**config.mk**
```make
export PLATFORM = sky130hd
export DESIGN_NAME = pop_sort_driver
export DESIGN_NICKNAME = d
export VERILOG_FILES = /design/src/rtl/pop_sort_driver.sv
export SDC_FILE = /design/constraint.sdc
export NUM_CORES = 2
export LEC_CHECK = 0
export ABC_AREA = 1
export CORE_AREA = 4 4 364 366
export CTS_CLUSTER_SIZE = 25
export DETAILED_ROUTE_END_ITERATION = 16
export DIE_AREA = 0 0 368 370
export PLACE_DENSITY_LB_ADDON = 0.08
export SETUP_SLACK_MARGIN = 0.4
export SKIP_CTS_REPAIR_TIMING = 1
export SLEW_MARGIN = 10
export SYNTH_ARGS = -nofsm -noshare
export SYNTH_HDL_FRONTEND = slang
export SYNTH_SLANG_ARGS = --single-unit
```
**constraint.sdc**
```tcl
create_clock -name clk -period 7 [get_ports clk]
set_clock_uncertainty 0.15 [all_clocks]
set_input_delay 0.7 -clock clk [delete_from_list [all_inputs] [get_ports clk]]
set_output_delay 0.7 -clock clk [all_outputs]
set_load 0.02 [all_outputs]
```
**src/rtl/pop_sort_driver.sv**
```systemverilog
// -----------------------------------------------------------------------------
// pop_sort_driver
//
// Initiator and reader for the population sorter. One distance per individual
// arrives over a valid/ready stream and is stored by arrival order. Once the
// whole population is loaded, the distance vector is presented to the sorter
// and a one-cycle start pulse is issued. The sorted index list is captured on
// the sorter's done pulse and then streamed out in rank order, best first.
//
// Optional feature macro: SORT_DRIVER_EMIT_DIST_EN
//   When defined, the output port idx_dist carries the distance of the
//   individual currently on idx_data (all-ones for an out-of-range index).
//
// Ports:
//   clk            single clock, rising edge
//   reset          synchronous, active-high
//   dist_valid     fitness stream valid
//   dist_data      distance of individual k (k = arrival order)
//   dist_ready     accepting distances (high only while loading)
//   sorter_dist    flattened distance vector, individual k at [k*DIST_W +: DIST_W]
//   sorter_start   one-cycle start pulse to the sorter
//   sorter_done    one-cycle done pulse from the sorter
//   sorter_sorted  flattened sorted indices, rank r at [r*IDX_W +: IDX_W]
//   idx_valid      output stream valid
//   idx_data       individual index at the current rank
//   idx_rank       current rank, 0 = smallest distance
//   idx_last       high together with rank EMIT_COUNT-1
//   idx_ready      downstream accepts
//   busy           high in every state except LOAD
//   idx_dist       (optional) distance of idx_data, registered with it
// -----------------------------------------------------------------------------
module pop_sort_driver #(
  parameter int POP_SIZE   = 50,
  parameter int DIST_W     = 12,
  parameter int IDX_W      = 6,
  parameter int EMIT_COUNT = 50
) (
  input  logic                        clk,
  input  logic                        reset,
  input  logic                        dist_valid,
  input  logic [DIST_W-1:0]           dist_data,
  output logic                        dist_ready,
  output logic [POP_SIZE*DIST_W-1:0]  sorter_dist,
  output logic                        sorter_start,
  input  logic                        sorter_done,
  input  logic [POP_SIZE*IDX_W-1:0]   sorter_sorted,
  output logic                        idx_valid,
  output logic [IDX_W-1:0]            idx_data,
  output logic [IDX_W-1:0]            idx_rank,
  output logic                        idx_last,
  input  logic                        idx_ready,
  output logic                        busy
`ifdef SORT_DRIVER_EMIT_DIST_EN
  ,
  output logic [DIST_W-1:0]           idx_dist
`endif
);

  typedef enum logic [1:0] {
    S_LOAD  = 2'd0,
    S_START = 2'd1,
    S_WAIT  = 2'd2,
    S_EMIT  = 2'd3
  } state_t;

  localparam logic [IDX_W-1:0] LOAD_LAST = IDX_W'(POP_SIZE - 1);
  localparam logic [IDX_W-1:0] EMIT_LAST = IDX_W'(EMIT_COUNT - 1);

  state_t                      state;
  logic [IDX_W-1:0]            load_cnt;
  logic [IDX_W-1:0]            rank_cnt;
  logic [IDX_W-1:0]            rank_next;
  logic [POP_SIZE*DIST_W-1:0]  dist_buf;
  logic [POP_SIZE*IDX_W-1:0]   rank_buf;

  // The distance buffer is only written while loading, so the sorter sees a
  // stable vector from the start pulse until the last rank has been emitted.
  assign sorter_dist = dist_buf;

  assign rank_next = rank_cnt + IDX_W'(1);

  // Select rank r from a flattened index bus. Written as a compare-and-select
  // loop so every slice is a constant range.
  function automatic logic [IDX_W-1:0] rank_at(
    input logic [POP_SIZE*IDX_W-1:0] bus,
    input logic [IDX_W-1:0]          r
  );
    logic [IDX_W-1:0] v;
    v = '0;
    for (int k = 0; k < POP_SIZE; k++) begin
      if (r == IDX_W'(k)) v = bus[k*IDX_W +: IDX_W];
    end
    return v;
  endfunction

`ifdef SORT_DRIVER_EMIT_DIST_EN
  // Distance of individual idx; indices beyond the population read all-ones
  // because the sorter is allowed to hand back any IDX_W-bit value.
  function automatic logic [DIST_W-1:0] dist_at(input logic [IDX_W-1:0] idx);
    logic [DIST_W-1:0] v;
    v = '1;
    for (int k = 0; k < POP_SIZE; k++) begin
      if (idx == IDX_W'(k)) v = dist_buf[k*DIST_W +: DIST_W];
    end
    return v;
  endfunction
`endif

  // NOTE: every register here is assigned with <= so that all flops update
  // together on the edge; a blocking = would let later statements see the
  // new value mid-block and break the registered timing.
  always_ff @(posedge clk) begin
    if (reset) begin
      state        <= S_LOAD;
      load_cnt     <= '0;
      rank_cnt     <= '0;
      // NOTE: both buffers are cleared on reset on purpose: a reset must
      // discard any partial load and captured ranks, and sorter_dist must
      // read all-zero afterwards. This costs a reset net on each bit.
      dist_buf     <= '0;
      rank_buf     <= '0;
      dist_ready   <= 1'b1;
      sorter_start <= 1'b0;
      idx_valid    <= 1'b0;
      idx_last     <= 1'b0;
      idx_data     <= '0;
      idx_rank     <= '0;
      busy         <= 1'b0;
`ifdef SORT_DRIVER_EMIT_DIST_EN
      idx_dist     <= '0;
`endif
    end else begin
      case (state)
        S_LOAD: begin
          if (dist_valid && dist_ready) begin
            for (int k = 0; k < POP_SIZE; k++) begin
              if (load_cnt == IDX_W'(k)) dist_buf[k*DIST_W +: DIST_W] <= dist_data;
            end
            if (load_cnt == LOAD_LAST) begin
              load_cnt     <= '0;
              state        <= S_START;
              sorter_start <= 1'b1;
              dist_ready   <= 1'b0;
              busy         <= 1'b1;
            end else begin
              load_cnt <= load_cnt + IDX_W'(1);
            end
          end
        end

        S_START: begin
          sorter_start <= 1'b0;
          state        <= S_WAIT;
        end

        S_WAIT: begin
          // The sorter only holds its result during the done cycle, so the
          // whole bus is captured here and the first rank is taken straight
          // from the bus rather than from the (not yet written) rank buffer.
          if (sorter_done) begin
            rank_buf  <= sorter_sorted;
            rank_cnt  <= '0;
            state     <= S_EMIT;
            idx_valid <= 1'b1;
            idx_data  <= rank_at(sorter_sorted, '0);
            idx_rank  <= '0;
            idx_last  <= (EMIT_COUNT == 1);
`ifdef SORT_DRIVER_EMIT_DIST_EN
            idx_dist  <= dist_at(rank_at(sorter_sorted, '0));
`endif
          end
        end

        S_EMIT: begin
          // Outputs are only reloaded on a handshake, so they hold while the
          // downstream stalls; with idx_ready held high one rank leaves per
          // cycle.
          if (idx_valid && idx_ready) begin
            if (rank_cnt == EMIT_LAST) begin
              rank_cnt   <= '0;
              state      <= S_LOAD;
              idx_valid  <= 1'b0;
              idx_last   <= 1'b0;
              idx_data   <= '0;
              idx_rank   <= '0;
              dist_ready <= 1'b1;
              busy       <= 1'b0;
`ifdef SORT_DRIVER_EMIT_DIST_EN
              idx_dist   <= '0;
`endif
            end else begin
              rank_cnt <= rank_next;
              idx_data <= rank_at(rank_buf, rank_next);
              idx_rank <= rank_next;
              idx_last <= (rank_next == EMIT_LAST);
`ifdef SORT_DRIVER_EMIT_DIST_EN
              idx_dist <= dist_at(rank_at(rank_buf, rank_next));
`endif
            end
          end
        end

        default: begin
          state <= S_LOAD;
        end
      endcase
    end
  end

endmodule
```
==> results by group <==
Clock network
  • Clock-pin slew on the worst setup and hold paths: 60 ps
  • H-tree depth: 3
  • Deepest clock path buffer count: 3
  • TritonCTS clock tree: yes
  • Clock Sinks: 925
  • Num CTS Buffers: 107
  • Clk Tree Root Cell: clkbuf_16
  • Latest clock arrival within the worst-skew pair: 720 ps

Critical path
  • CP Launch Type: flop
  • CP dominant cell by count: nand2_1
  • CP arrival: 5740 ps
  • WS Path Type: flop to flop
  • Slowest CP cell: dfxtp_1
  • Source of the critical timing path: rank_cnt[0]
  • Reg2reg start: rank_cnt[0]
  • Worst Setup End Kind: flop
  • Worst Path Required: 7500 ps
  • CP Max Fanout: 10
  • Max incr delay on CP: 560 ps

Status
  • Status: completed

Power and ir drop
  • Leak: 18.2 nW
  • VDD IR-drop max: approximately 0.19 mV
  • Pwr dens: roughly 270 nW/um^2
  • Overall power: 13.5 mW

Detailed routing
  • Vias/cell: roughly 4.7
  • Drt first pass iters: 5
  • Drc violations: 0
  • Vias: 33662
  • Initial DRC count: 2396
  • Drt wl/cell: 23.8 um
  • Routed wire length: 169000 um
  • Routed Antenna Nets: 0

Global routing
  • Largest net degree at the start of global routing: roughly 220
  • Total GRT Usage: 0.237
  • Vias in the first global route: 32919
  • Total congestion overflow: 0
  • Initial antenna violation count: 20
  • First-pass GRT wire length: between 200000 and 250000 um

Die
  • Die width: 368 um
  • Rows: 132
  • Initial core utilization: 0.270
  • Core Area: 129000 um^2
  • Die area: 136000 um^2
  • Die outline height: 370 um
  • Ports: approximately 930

STA
  • Maximum clock rate: approximately 190 MHz
  • Final Critical Period: 5240 ps
  • Final hold vios: 0
  • Worst-Margin Slew: 1220 ps
  • Slew headroom: 0.189
  • Setup TNS: 0 ps
  • Final setup vio count: 0
  • RSZ-0062 raised after global routing: no
  • Final Cycle Share: 0.748
  • Final Slew Violations: 0

Worst hold path
  • Hold WC Path Type: flop to flop
  • Hold path startpoint: sorter_dist[567]

Yosys
  • Netlist cell types: 37
  • Area share of the largest cell type after synthesis: 0.531
  • Synthesized cell area: between 30000 and 40000 um^2
  • Post-synthesis area per instance: 7.68 um^2
  • Post-synthesis sequential area ratio: 0.531
  • Mapped Nets: 4868
  • Post-Synthesis Cells: ~4500
  • YS warnings: 0
  • Yosys reg bits: roughly 930
  • Yosys top cell by area: dfxtp_1
  • Largest cells by area after synthesis: dfxtp_1, o21ai_0, a21oi_1

Place
  • Placed insts: 6920
  • DPL Wire Length: approximately 120000 um
  • Gpl congestion: between 0.8 and 0.9
  • Port buffer count: 933
  • Placement-stage cell area: 45600 um^2

Final layout
  • FILL cells: 13452
  • Layout cells sized above 1: 0.0603
  • Final core utilization: 0.381
  • Post-layout nets: 5618
  • Final instance area: ~50000 um^2
  • Final Non-Filler Cells: 7118
  • Synth-to-layout area growth: 41.1%
  • Area of the multi-input gates: 13700 um^2
  • Register area: 18500 um^2

Flow run
  • Max cap viols: 0
==> power by group <==
group          switching (mW)  internal [mW]  leakage (nW)
Combinational            1.29          0.656          8.97
Clock                    2.42           3.25          1.75
Sequential              0.208           5.66          7.48
Total                    3.91           9.57          18.2
==> worst max-delay path: cells and delay by family, from the launching register on <==
kind / cells / cell delay, ps
AOI/OAI and AO/OA: 5 / 610
adders and majority gates: 1 / 250
DFF: 1 / 560
and+or+nand+nor: 51 / 3620
==> per-layer routing <==
metal,track usage,part of all wire
met1,0.277,0.40
met2,0.415,0.49
met3,0.0770,0.079
met4,0.0663,0.029
met5,0,0.00021
==> metrics by stage <==
step	hold WS, ps	setup slack [ps]
floorplan	275	2700
global placement	284	1630
detailed placement	286	1730
CTS	297	1730
global route	314	1040
finish	294	1760
==> cell families after synthesis <==
| kind of cell | after synthesis | synth area share |
|---|---|---|
| compound gates | 1848 | 0.267 |
| simple gates | 1020 | 0.118 |
| flops | 925 | 0.531 |
| buf+inv | 729 | 0.0791 |
| fa+ha+maj | 14 | 0.00502 |
| xor+xnor | 1 | 0.000251 |
==> layout make-up <==
| type | count | area share |
|---|---|---|
| multi-input cells | 2883 | 0.278 |
| repair buffers | 998 | 0.200 |
| flip-flops and latches | 925 | 0.376 |
| inverters | 372 | 0.0288 |
| diodes | 5 | 0.000254 |
| well taps | 1742 | 0.0443 |
| clock buffers | 153 | 0.0632 |
| clock inverters | 40 | 0.00883 |
==> final timing paths <==
check                     endpoint  slack, ps  depth (start not counted)
setup reg to reg       idx_data[1]       1760                         57
hold reg to reg   sorter_dist[567]        290                          2
setup / recovery       idx_data[1]       1760                         57
hold / removal    sorter_dist[567]        290                          2
==> Yosys cell counts <==
cell,number
o21ai_2,2
nor2_1,495
nand4_1,7
inv_1,350
o21bai_1,5
a21oi_2,2
o21ai_1,15
buf_6,1
a21oi_1,820
nand2_8,1
a22oi_1,2
clkbuf_1,346
nand2_1,410
or2_2,6
nor2_8,2
buf_2,3
nor3b_1,1
clkinv_4,1
nand2_2,7
a211oi_1,4
buf_4,1
nor2_2,9
buf_1,6
nand3_1,67
nor3_1,7
clkinv_1,5
nand4_2,2
ha_1,14
inv_2,15
dfxtp_1,925
nand2_4,3
xor2_1,1
o211ai_1,2
nor2_4,1
clkinv_2,1
nand3_2,2
o21ai_0,996
==> cell usage in the layout (no fill, tap or decap), types with 6 or more instances in the layout <==
master,count
ha_1,14
clkinv_2,25
nand3_1,67
o21ai_0,996
nand4_1,7
clkbuf_8,26
dfxtp_1,925
buf_4,62
inv_2,26
clkbuf_1,20
nor2_1,480
nand2_1,409
clkbuf_16,107
nand2_2,7
or2_2,6
clkdlybuf4s50_1,932
inv_1,337
o21ai_1,15
a21oi_1,820
nor2_2,22
==> sequential cells by signal (all words and copies together) (netlist names) <==
register,count
sorter_start,1
dist_ready,1
busy,1
sorter_dist,600
state,2
rank_cnt,6
rank_buf,300
idx_valid,1
idx_last,1
load_cnt,6
idx_data,6
Power figures use the tool's default switching activity.
